<file path="src/rtl/alu_seq_if.sv">
// alu_seq_if: operand/result handshake bundle for the sequential ALU.
// master drives operations and consumes results; slave is the ALU.
interface alu_seq_if #(
    parameter int WIDTH = 16
);
    logic             in_valid;
    logic             in_ready;
    logic [WIDTH-1:0] ALU_in1;
    logic [WIDTH-1:0] ALU_in2;
    logic [2:0]       op;
    logic             out_valid;
    logic             out_ready;
    logic [WIDTH-1:0] ALU_out;
    logic             flag_z;
    logic             flag_n;
    logic             flag_c;
    logic             flag_v;
    logic             out_err;

    modport master (
        output in_valid, ALU_in1, ALU_in2, op, out_ready,
        input  in_ready, out_valid, ALU_out,
        input  flag_z, flag_n, flag_c, flag_v, out_err
    );

    modport slave (
        input  in_valid, ALU_in1, ALU_in2, op, out_ready,
        output in_ready, out_valid, ALU_out,
        output flag_z, flag_n, flag_c, flag_v, out_err
    );
endinterface

</file>
<file path="src/rtl/alu_seq.sv">
// alu_seq: registered ALU with valid/ready handshakes and status flags.
// Define ALU_MUL_EN to build the iterative shift-add multiplier (op 111).
module alu_seq #(
    parameter int WIDTH = 16,
    parameter int SHW   = $clog2(WIDTH)
) (
    input logic      clk,
    input logic      rst,
    alu_seq_if.slave bus
);
    typedef enum logic [1:0] {
        IDLE,
`ifdef ALU_MUL_EN
        MUL,
`endif
        DONE
    } state_t;

    state_t           state, nxt_state;
    logic [WIDTH-1:0] res, nxt_res;
    logic             z, n, c, v, err;
    logic             nxt_z, nxt_n, nxt_c, nxt_v, nxt_err;

    logic             in_ready;
    logic             accept;
    logic             start_mul;
    logic [WIDTH-1:0] a, b;
    logic [2:0]       op;
    logic [SHW-1:0]   amt;

    logic [WIDTH:0]     add_ext;
    logic [WIDTH-1:0]   diff;
    logic [2*WIDTH-1:0] shl_ext, shr_ext;
    logic [WIDTH-1:0]   op_res;
    logic               op_c, op_v, op_err;

`ifdef ALU_MUL_EN
    logic [2*WIDTH-1:0] mcand, nxt_mcand;
    logic [2*WIDTH-1:0] acc, nxt_acc, mul_sum;
    logic [WIDTH-1:0]   mplier, nxt_mplier;
    logic [SHW-1:0]     cnt, nxt_cnt;
`endif

    assign a   = bus.ALU_in1;
    assign b   = bus.ALU_in2;
    assign op  = bus.op;
    assign amt = b[SHW-1:0];

    // A finished result frees the ALU the same cycle it is consumed.
    assign in_ready = (state == IDLE) || ((state == DONE) && bus.out_ready);
    assign accept   = bus.in_valid && in_ready;
`ifdef ALU_MUL_EN
    assign start_mul = accept && (op == 3'b111);
`else
    assign start_mul = 1'b0;
`endif

    assign bus.in_ready  = in_ready;
    assign bus.out_valid = (state == DONE);
    assign bus.ALU_out   = res;
    assign bus.flag_z    = z;
    assign bus.flag_n    = n;
    assign bus.flag_c    = c;
    assign bus.flag_v    = v;
    assign bus.out_err   = err;

    // Single-cycle result and flags for the operation on the inputs.
    always_comb begin
        op_res  = '0;
        op_c    = 1'b0;
        op_v    = 1'b0;
        op_err  = 1'b0;
        add_ext = {1'b0, a} + {1'b0, b};
        diff    = a - b;
        shl_ext = {{WIDTH{1'b0}}, a} << amt;
        shr_ext = {a, {WIDTH{1'b0}}} >> amt;
        case (op)
            3'b000: begin
                op_res = add_ext[WIDTH-1:0];
                op_c   = add_ext[WIDTH];
                op_v   = (a[WIDTH-1] == b[WIDTH-1])
                      && (add_ext[WIDTH-1] != a[WIDTH-1]);
            end
            3'b001: op_res = a & b;
            3'b010: begin
                op_res = diff;
                op_c   = (a < b);
                op_v   = (a[WIDTH-1] != b[WIDTH-1])
                      && (diff[WIDTH-1] != a[WIDTH-1]);
            end
            3'b011: op_res = a | b;
            3'b100: op_res = a ^ b;
            3'b101: begin
                op_res = shl_ext[WIDTH-1:0];
                op_c   = shl_ext[WIDTH];
            end
            3'b110: begin
                op_res = shr_ext[2*WIDTH-1:WIDTH];
                op_c   = shr_ext[WIDTH-1];
            end
            default: begin
`ifndef ALU_MUL_EN
                op_err = 1'b1;
`endif
            end
        endcase
    end

    // Next-state, result capture and multiplier iteration.
    always_comb begin
        nxt_state = state;
        nxt_res   = res;
        nxt_z     = z;
        nxt_n     = n;
        nxt_c     = c;
        nxt_v     = v;
        nxt_err   = err;
`ifdef ALU_MUL_EN
        nxt_mcand  = mcand;
        nxt_acc    = acc;
        nxt_mplier = mplier;
        nxt_cnt    = cnt;
        mul_sum    = acc + (mplier[0] ? mcand : '0);
`endif
        case (state)
            IDLE, DONE: begin
                if (accept && !start_mul) begin
                    nxt_res   = op_res;
                    nxt_z     = (op_res == '0);
                    nxt_n     = op_res[WIDTH-1];
                    nxt_c     = op_c;
                    nxt_v     = op_v;
                    nxt_err   = op_err;
                    nxt_state = DONE;
                end
`ifdef ALU_MUL_EN
                else if (start_mul) begin
                    nxt_mcand  = {{WIDTH{1'b0}}, a};
                    nxt_mplier = b;
                    nxt_acc    = '0;
                    nxt_cnt    = '0;
                    nxt_state  = MUL;
                end
`endif
                else if ((state == DONE) && bus.out_ready) begin
                    nxt_state = IDLE;
                end
            end
`ifdef ALU_MUL_EN
            MUL: begin
                nxt_acc    = mul_sum;
                nxt_mcand  = mcand << 1;
                nxt_mplier = mplier >> 1;
                nxt_cnt    = cnt + 1'b1;
                if (cnt == SHW'(WIDTH - 1)) begin
                    nxt_res   = mul_sum[WIDTH-1:0];
                    nxt_z     = (mul_sum[WIDTH-1:0] == '0);
                    nxt_n     = mul_sum[WIDTH-1];
                    nxt_c     = |mul_sum[2*WIDTH-1:WIDTH];
                    nxt_v     = 1'b0;
                    nxt_err   = 1'b0;
                    nxt_state = DONE;
                end
            end
`endif
            default: nxt_state = IDLE;
        endcase
    end

    // State and result registers; reset aborts any operation in flight.
    always_ff @(posedge clk) begin
        if (rst) begin
            state <= IDLE;
            res   <= '0;
            z     <= 1'b0;
            n     <= 1'b0;
            c     <= 1'b0;
            v     <= 1'b0;
            err   <= 1'b0;
`ifdef ALU_MUL_EN
            mcand  <= '0;
            acc    <= '0;
            mplier <= '0;
            cnt    <= '0;
`endif
        end else begin
            state <= nxt_state;
            res   <= nxt_res;
            z     <= nxt_z;
            n     <= nxt_n;
            c     <= nxt_c;
            v     <= nxt_v;
            err   <= nxt_err;
`ifdef ALU_MUL_EN
            mcand  <= nxt_mcand;
            acc    <= nxt_acc;
            mplier <= nxt_mplier;
            cnt    <= nxt_cnt;
`endif
        end
    end
endmodule

</file>
<file path="src/flat_wrapper.sv">
// flat-port wrapper written by rule: the top's interface ports become plain ports
module alu_seq_flat 
#(
    parameter int WIDTH = 16,
    parameter int SHW   = $clog2(WIDTH)
)
  (clk, rst, bus_in_valid, bus_ALU_in1, bus_ALU_in2, bus_op, bus_out_ready, bus_in_ready, bus_out_valid, bus_ALU_out, bus_flag_z, bus_flag_n, bus_flag_c, bus_flag_v, bus_out_err);
  alu_seq_if #(.WIDTH(WIDTH)) bus_i ();
  input logic clk;
  input logic rst;
  input wire logic [$bits(bus_i.in_valid)-1:0] bus_in_valid;
  input wire logic [$bits(bus_i.ALU_in1)-1:0] bus_ALU_in1;
  input wire logic [$bits(bus_i.ALU_in2)-1:0] bus_ALU_in2;
  input wire logic [$bits(bus_i.op)-1:0] bus_op;
  input wire logic [$bits(bus_i.out_ready)-1:0] bus_out_ready;
  output wire logic [$bits(bus_i.in_ready)-1:0] bus_in_ready;
  output wire logic [$bits(bus_i.out_valid)-1:0] bus_out_valid;
  output wire logic [$bits(bus_i.ALU_out)-1:0] bus_ALU_out;
  output wire logic [$bits(bus_i.flag_z)-1:0] bus_flag_z;
  output wire logic [$bits(bus_i.flag_n)-1:0] bus_flag_n;
  output wire logic [$bits(bus_i.flag_c)-1:0] bus_flag_c;
  output wire logic [$bits(bus_i.flag_v)-1:0] bus_flag_v;
  output wire logic [$bits(bus_i.out_err)-1:0] bus_out_err;
  assign bus_i.in_valid = bus_in_valid;
  assign bus_i.ALU_in1 = bus_ALU_in1;
  assign bus_i.ALU_in2 = bus_ALU_in2;
  assign bus_i.op = bus_op;
  assign bus_i.out_ready = bus_out_ready;
  assign bus_in_ready = bus_i.in_ready;
  assign bus_out_valid = bus_i.out_valid;
  assign bus_ALU_out = bus_i.ALU_out;
  assign bus_flag_z = bus_i.flag_z;
  assign bus_flag_n = bus_i.flag_n;
  assign bus_flag_c = bus_i.flag_c;
  assign bus_flag_v = bus_i.flag_v;
  assign bus_out_err = bus_i.out_err;
  alu_seq #(.WIDTH(WIDTH), .SHW(SHW)) u_core (.clk(clk), .rst(rst), .bus(bus_i));
endmodule
</file>
<file path="config.mk">
export PLATFORM = sky130hd
export DESIGN_NAME = alu_seq_flat
export DESIGN_NICKNAME = d
export VERILOG_FILES = /design/src/rtl/alu_seq_if.sv /design/src/rtl/alu_seq.sv /design/src/flat_wrapper.sv
export SDC_FILE = /design/constraint.sdc
export NUM_CORES = 1
export LEC_CHECK = 0
export BUFFER_PORTS_ARGS = -buffer_cell sky130_fd_sc_hd__buf_4
export CAP_MARGIN = 20
export CORE_MARGIN = 3
export CORE_UTILIZATION = 25
export DETAILED_ROUTE_END_ITERATION = 7
export SYNTH_ARGS = -nofsm -noshare
export SYNTH_HDL_FRONTEND = slang
export SYNTH_SLANG_ARGS = --single-unit
</file>
<file path="constraint.sdc">
create_clock -name clk -period 3.95 [get_ports clk]
set_clock_uncertainty 0.1 [all_clocks]
set_input_delay 0.395 -clock clk [delete_from_list [all_inputs] [get_ports clk]]
set_output_delay 0.395 -clock clk [all_outputs]
set_load 0.02 [all_outputs]
</file>
==> Word-level counts from Yosys, hierarchy flattened <==
Index checks and enable logic that the tools add are counted.
{ "word_totals": {"reg_bits": 22, "output_inout_bits": 23} }
{ "op_classes": {"bitwise_logic": 4, "n_lt_le_gt_ge": 1, "n_addsub": 2, "reduce_logical": 13, "n_shift": 2, "n_mux": 6, "n_eq_ne": 10} }
{ "op_table": {"columns": ["op", "n"], "rows": [
  ["$pmux 16 s7", 1],
  ["$shr 32x4->32", 1],
  ["$add 16x16->17", 1],
  ["$shl 16x4->17", 1],
  ["$and 16x16->16", 1],
  ["$logic_not 16->1", 1],
  ["$lt 16x16->1", 1],
  ["$or 16x16->16", 1],
  ["$sub 16x16->16", 1],
  ["$xor 16x16->16", 1],
  ["$eq 3x3->1 const B", 3],
  ["$reduce_or 7->1", 1],
  ["$eq 3x2->1 const B", 2],
  ["$logic_and 1x1->1", 4],
  ["$pmux 1 s4", 1],
  ["$reduce_or 2->1", 2],
  ["$eq 3x1->1 const B", 1],
  ["$logic_not 3->1", 1],
  ["$mux 1", 3],
  ["$ne 1x1->1", 3],
  ["$logic_not 2->1", 1],
  ["$pmux 1 s2", 1],
  ["$reduce_and 2->1", 1],
  ["$reduce_bool 2->1", 1],
  ["other kinds (3)", 3]
]} }

==> Depth between registers and ports, before layout <==
Gate-level depths: netlist (run 1).
{ "depth": {"word_depth": 4, "ltp_mapped": 14, "depth_no_buf": 12} }

==> Worst setup path before layout (run 1) <==
No wires, ideal clock.
{ "synth_path": {"kind": "input to register", "startpoint": "in bus_ALU_in2[1]", "endpoint": "reg u_core.z (netlist: u_core.bus.flag_z)", "arrival_ps": 3352, "path_buffers": 3, "path_slack_ps": 402, "t_required_ps": 3754, "stages": 14, "cell_sequence": "buf_4 > buf_4 > buf_2 > inv_2 > fa_1 > nor2b_1 > o221ai_1 > a21o_1 > nor2_1 > a2111oi_0 > or4_4 > nor4_2 > nand4_1 > o41ai_2"} }
{ "synth_via": {"elab_chain_len": 3, "elab_cells_between_ends": 9, "classes_between": "add/sub: 2; shift: 2; mux: 1; bitwise: 3; reduce/logical: 1"} }
{ "synth_lines": {"columns": ["item", "line", "text"], "rows": [
  ["start: declaration", "flat_wrapper.sv:13", "input wire logic [$bits(bus_i.ALU_in2)-1:0] bus_ALU_in2;"],
  ["$sub 16x16->16, or another cell as far along", "alu_seq.sv:74", "diff = a - b;"],
  ["$pmux 16 s7 (*)", "alu_seq.sv:77", "case (op)"],
  ["$logic_not 16->1 (*)", "alu_seq.sv:129", "nxt_z = (op_res == '0);"],
  ["end signal: assignment", "alu_seq.sv:189", "z <= nxt_z;"],
  ["end: declaration", "alu_seq.sv:21", "logic z, n, c, v, err;"]
]} }
Mark *: on every way between the ends. The rest lies on a longest branch, timed or not.
A chain may end at the register's enable or synchronous reset.

==> Final worst setup path (run 1) <==
{ "layout_path": {"startpoint": "in bus_ALU_in1[0]", "endpoint": "reg u_core.z (netlist: u_core.bus.flag_z)"} }
{ "layout_via": {"elab_chain_len": 3, "elab_cells_between_ends": 9, "classes_between": "add/sub: 2; shift: 2; mux: 1; bitwise: 3; reduce/logical: 1"} }
{ "layout_lines": {"columns": ["item", "line", "text"], "rows": [
  ["start: declaration", "flat_wrapper.sv:12", "input wire logic [$bits(bus_i.ALU_in1)-1:0] bus_ALU_in1;"],
  ["$sub 16x16->16, or another cell as far along", "alu_seq.sv:74", null],
  ["$pmux 16 s7 (*)", "alu_seq.sv:77", null],
  ["$logic_not 16->1 (*)", "alu_seq.sv:129", null]
]} }
Marked as above.

==> impl_metrics.ini, run 1 <==
[status]
outcome = completed

[grt]
grt_first_pass_wirelength_mm = 29.2
grt_util_met3_pct = 1.52
antenna_found_initial = 0
grt_overflow_total = 0
grt_max_degree = 40
grt.busiest_layer = met1
grt_pass1_vias = 4962
grt_usage_pct = 17.8
grt_use_met2_pct = 26.5
met1_usage_pct = 27.3

[yosys]
synthCells = 666
avgSynthCellArea_um2 = 7.20
synthFlopType = dfxtp_1
synth_edf_count = 0
synth_nets = 757
synth.cell_area_um2 = 4800
yosys.cell_types.count = 72
ys_async_sr_fraction_pct = 0
yosysSeqAreaShare_pct = 8.76
yosys_warnings = 0
ys_ff_latch = 21

[clocking]
cts_resized = 0
cts_hold_buffers = 0
cts_max_path_buffers = 2
cts-buffers-inserted = 3
htreeDepth = 1
tritoncts = yes
clock-sinks = 21
clk_pin_slew_ps = 60
cts-root-buf = clkbuf_16
worstSkewPairLatency_ps = 250
cts_setup_buffers = 0

[placed_design]
place_hpwl_mm = 15.1
port_buffers = 61
gp_congestion = 0.976
preCtsSetupSlack_ps = 254

[worst_setup_path]
critPathBufInv = 2
crit_top_cell = a2111oi_0
critPathLaunch = bus_ALU_in1[0]
cp_max_fo = 7
crit_path_start_kind = input pin
cp_cell_sequence = buf_4, inv_1, ha_1, fa_1, nor2_1, o311ai_1, a2111oi_0, o2111ai_1, a2111oi_0, nor4_1, mux2i_1, o21ai_1, o41ai_2
cp_top_family = compound AO/OA/AOI/OAI gates
crit_type = input pin to register
crit_arrival_ps = 3620
required_ps = 4020
crit_path_max_incr_delay_ps = 570
rr_startpoint = u_core.state[0]
cp-end-kind = register
cp_slowest_cell = a2111oi_0

[floorplanning]
die_h_um = 145
core_area_um2 = 18800
die_w_um = 145
rows = 50
die_area_um2 = 20900
ios = 62
start_util_pct = 25.6

[timing]
slew_viol_final = 0
worst_slack_ps = 399
timing.final.crit_share_pct = 89.9
setup-tns-final_ps = 0
whs_ps = 297
period_needed_ps = 3550
hold_viol_final = 0
tightestPinTransition_ps = 980
max_slew_margin_pct = 34.7
finalSetupViolations = 0
rsz0062_at_grt = false
max_freq_mhz = 282

[route]
firstDrtPassIters = 6
via_per_inst = 5.87
drt_iter0_markers = 549
antenna_left = 0
drc = 0
wire_per_inst_um = 20.2
drt-total-wl_mm = 19.0
vias = 5519

[cells_and_area]
areaGrowthSynthToFinish_pct = 16.8
final_util_pct = 29.9
nNetsFinal = 798
drive_gt1_share_pct = 16.0
fill_cells = 2076
diodes = 0

[pwr]
power_w = 0.00120
p_leak_nw = 2.39
max-vdd-ir-drop_v = 0.000134
power.density_nw_per_um2 = 214

[flow_run]
max_cap_viol_count = 0

[min_path]
hp-start = bus_in_valid
hp-class = input pin to register
==> where the power goes <==
group | total, W | internal, W | switching, W
registers | 0.000239 | 0.000229 | 0.00000963
clock network | 0.000216 | 0.000138 | 0.0000781
logic | 0.000746 | 0.000286 | 0.000460
total | 0.00120 | 0.000653 | 0.000547
==> through the flow <==
step / area, um2 / cells
floorplan: 4800 / 666
global placement: 5530 / 936
detailed placement: 5530 / 936
CTS: 5610 / 940
global route: 5610 / 940
finish: 5610 / 940
==> layout by cell type, fill, tap and decap left out, types with 21 or more instances in the layout <==
cell type | synthesis | routed
dfxtp_1 | 21 | 21
a21oi_1 | 48 | 48
nor3_1 | 30 | 30
mux2i_1 | 35 | 35
inv_1 | 45 | 45
nor2_1 | 82 | 82
buf_4 | 4 | 84
ha_1 | 50 | 50
a211oi_1 | 28 | 28
o21ai_0 | 25 | 25
nand2_1 | 36 | 36
==> cell type report <==
class / instances / area [um2] / share of cell area (%)
Clock buffer: 4 / 78.8 / 1.41
Sequential cell: 21 / 420 / 7.50
Timing Repair Buffer: 85 / 651 / 11.6
Multi-Input combinational cell: 547 / 3980 / 71.0
Tap cell: 234 / 293 / 5.22
Inverter: 49 / 184 / 3.28
==> cells by family after synthesis <==
kind of cell    synth area share [%]
xor+xnor                        1.83
mux                             14.2
buf+inv                         8.29
simple gates                    21.4
fa+ha+maj                       13.9
compound gates                  31.7
flops                           8.76
==> routing by layer <==
| metal | up-vias | routed length, um |
|---|---|---|
| met3 | 34 | 1850 |
| met1 | 2587 | 8720 |
| li1 | 2572 | - |
| met5 | - | 0 |
| met2 | 326 | 7960 |
| met4 | 0 | 476 |
==> state kept, by name (all words and copies together) (netlist names) <==
name / count
u_core.bus.ALU_out: 15
u_core.bus.flag_c: 1
u_core.bus.flag_n: 1
u_core.bus.flag_v: 1
u_core.bus.flag_z: 1
u_core.bus.out_err: 1
u_core.state: 1
==> worst reg2reg max path, stage by stage (launching register included) <==
cell and delay [ps]:
dfxtp_1 310, nand2b_1 130, nand2_1 80, buf_4 170, a221oi_1 250, o31ai_1 120
nor4_1 300, buf_4 180, nand4_1 110, nor4_2 260, nand4_1 140, o41ai_2 290
==> synthesized netlist by cell type (4+ instances only) <==
master / instances / area, um2
o21ai_1: 12 / 60.1
mux2_2: 5 / 56.3
o21bai_1: 4 / 30.0
o22ai_1: 7 / 43.8
o21ai_0: 25 / 125
or3_1: 5 / 31.3
nor2b_1: 11 / 68.8
a2111oi_0: 6 / 52.6
ha_1: 50 / 626
nand2_1: 36 / 135
o22a_1: 4 / 35.0
dfxtp_1: 21 / 420
o211ai_1: 13 / 97.6
a21o_1: 6 / 45.0
nor4_1: 10 / 62.6
nor2_1: 82 / 308
nor3_1: 30 / 150
a31oi_1: 4 / 25.0
inv_2: 4 / 15.0
nand4_1: 6 / 37.5
buf_1: 7 / 26.3
mux4_2: 10 / 225
a211oi_1: 28 / 210
a221o_1: 7 / 70.1
a221oi_1: 4 / 35.0
buf_2: 12 / 60.1
o31ai_1: 7 / 52.6
nand2b_1: 12 / 75.1
clkbuf_1: 26 / 97.6
inv_1: 45 / 169
xnor2_1: 9 / 78.8
mux2i_1: 35 / 350
a211o_1: 4 / 35.0
buf_4: 4 / 30.0
nand3_1: 6 / 30.0
a21oi_1: 48 / 240
==> path summary, 6_finish.rpt <==
path                             end  slack (ps)  cells after the start
setup / recovery   u_core.bus.flag_z         400                     13
hold reg to reg   u_core.bus.out_err         360                      2
hold / removal       u_core.state[0]         300                      3
setup reg to reg   u_core.bus.flag_z        1420                     11
Note: power is estimated with default switching activity, not from simulation.
==> inputs of run 2 (changes only) <==
CORE_MARGIN = default   (was 3)
PLACE_DENSITY = 0.44   (was default)
==> run 2 against run 1 <==
Final cell count is the same. Non-clock buffer count is the same. Via count shrank 2.0%. Cell area is the same. Clock power shrank 4%. Power shrank 0.17%. Sequential share of layout area is the same. Sequential cell count is the same. Critical path depth grew 1. Combinational power grew 0.8%. Utilization is the same. Highest routed layer unchanged.
==> impl_metrics.ini, run 2 (synthesis gave the netlist of run 1 again) <==
[timing]
slew_viol_final = 0
hold_viol_final = 0
finalSetupViolations = 0
tightestPinTransition_ps = 737
setup-tns-final_ps = 0
max_freq_mhz = 272
rsz0062_at_grt = false
max_slew_margin_pct = 50.5
period_needed_ps = 3680
timing.final.crit_share_pct = 93.2

[worst_setup_path]
crit_arrival_ps = 3730
worstReg2RegEnd = u_core.bus.flag_z
r2r_setup_slack_ps = 1260
crit_type = input pin to register
cp_slowest_cell = fa_1
crit_path_start_kind = input pin
crit_top_cell = buf_4
cp_cell_sequence = buf_4, inv_1, ha_1, fa_1, nor2_1, o311ai_1, buf_4, a211o_1, o31ai_1, mux2i_1, xnor2_1, a211oi_1, nand4_1, o41ai_2
crit_path_max_incr_delay_ps = 450
cp_max_fo = 7
rr_startpoint = u_core.state[0]
required_ps = 4000
reg2reg_depth = 10
cp-end-kind = register

[cells_and_area]
finalNonFillerCells = 940
fill_cells = 2051
largest_register_ffs = 15
areaGrowthSynthToFinish_pct = 16.8
diodes = 0
final_cell_mix = 84 x buf_4, 82 x nor2_1, 50 x ha_1
final_util_pct = 29.9
nNetsFinal = 798
drive_gt1_share_pct = 16.0
final_common_cell = buf_4
finalInstanceArea_um2 = 5610

[route]
wire_per_inst_um = 21.4
via_per_inst = 5.76
drt-met1-wl_mm = 9.55
met2_wirelength_mm = 8.73
vias = 5411
wl_met3_mm = 1.20
drc = 0
highest_layer = met4
firstDrtPassIters = 5
drt-total-wl_mm = 20.1
drt_iter0_markers = 555
antenna_left = 0

[placed_design]
place_area_um2 = 5530
place_inst = 936
gp_congestion = 0.903
place_hpwl_mm = 16.3
port_buffers = 61

[clocking]
cts-buffers-inserted = 3
tritoncts = yes
cts_max_path_buffers = 2
cts_resized = 0
worstSkewPairLatency_ps = 250
cts_setup_buffers = 0
cts_hold_buffers = 0
clock-sinks = 21
clk_pin_slew_ps = 50
cts-root-buf = clkbuf_16
htreeDepth = 1

[floorplanning]
core_area_um2 = 18800
die_w_um = 141
die_h_um = 141
start_util_pct = 25.6
rows = 50
die_area_um2 = 19700
ios = 62

[grt]
antenna_found_initial = 0
grt_pass1_vias = 5176
grt_usage_pct = 20.2
grt_first_pass_wirelength_mm = 31.1
grt_overflow_total = 0
grt_max_degree = 39

[status]
outcome = completed

[flow_run]
max_cap_viol_count = 0

[pwr]
power.density_nw_per_um2 = 214
max-vdd-ir-drop_v = 0.000128
power_w = 0.00120
p_leak_nw = 2.39

[min_path]
min_to = u_core.state[0]
hp-start = bus_in_valid
hp-class = input pin to register
hold_depth = 3
[run 2: cell counts in the layout (fill, tap and decap cells not counted)]
No cell type changed its count.
[run 2: per-stage QoR]
stage               hold WS (ps)  setup WS (ps)
floorplan                    424            402
global route                 308           45.0
finish                       298            269
CTS                          297            322
global placement             354            173
detailed placement           357           89.7
[run 2: report_power, final]
part | internal (W) | total [W] | switching (W)
registers | 0.000229 | 0.000238 | 0.00000923
logic | 0.000287 | 0.000752 | 0.000465
clock network | 0.000137 | 0.000208 | 0.0000709
[run 2: critical path, delay by kind of cell]
family | cells | cell delay [ps]
simple gates | 2 | 380
mux | 1 | 170
buf+inv | 3 | 370
compound gates | 5 | 1560
xor+xnor | 1 | 180
fa+ha+maj | 2 | 670
[run 2: how the worst max path moves through the flow]
stage | startpoint | end | slack, ps | cells after the start
6_report | bus_ALU_in1[0] | u_core.bus.flag_z | 270 | 14
5_1_grt | bus_ALU_in1[0] | u_core.bus.flag_z | 50 | 14
4_1_cts | bus_ALU_in1[0] | u_core.bus.flag_z | 320 | 14
3_5_place_dp | bus_ALU_in1[0] | u_core.bus.flag_z | 90 | 14
3_3_place_gp | bus_ALU_in2[1] | u_core.bus.flag_z | 170 | 11
2_1_floorplan | bus_ALU_in2[1] | u_core.bus.flag_z | 400 | 14
[run 2: cell type report]
type | instances | area (um2) | share of cell area, %
sequential | 21 | 420 | 7.50
clock buffer | 4 | 78.8 | 1.41
inverter | 49 | 184 | 3.28
timing repair buffer | 85 | 651 | 11.6
multi-input combinational | 547 | 3980 | 71.0
tap | 234 | 293 | 5.22
[run 2: routing by layer]
metal  up-vias  track usage, %
met5         -               0
met4         0            6.86
met3        45            2.50
met2       232            31.2
met1      2568            28.9
li1       2566               -
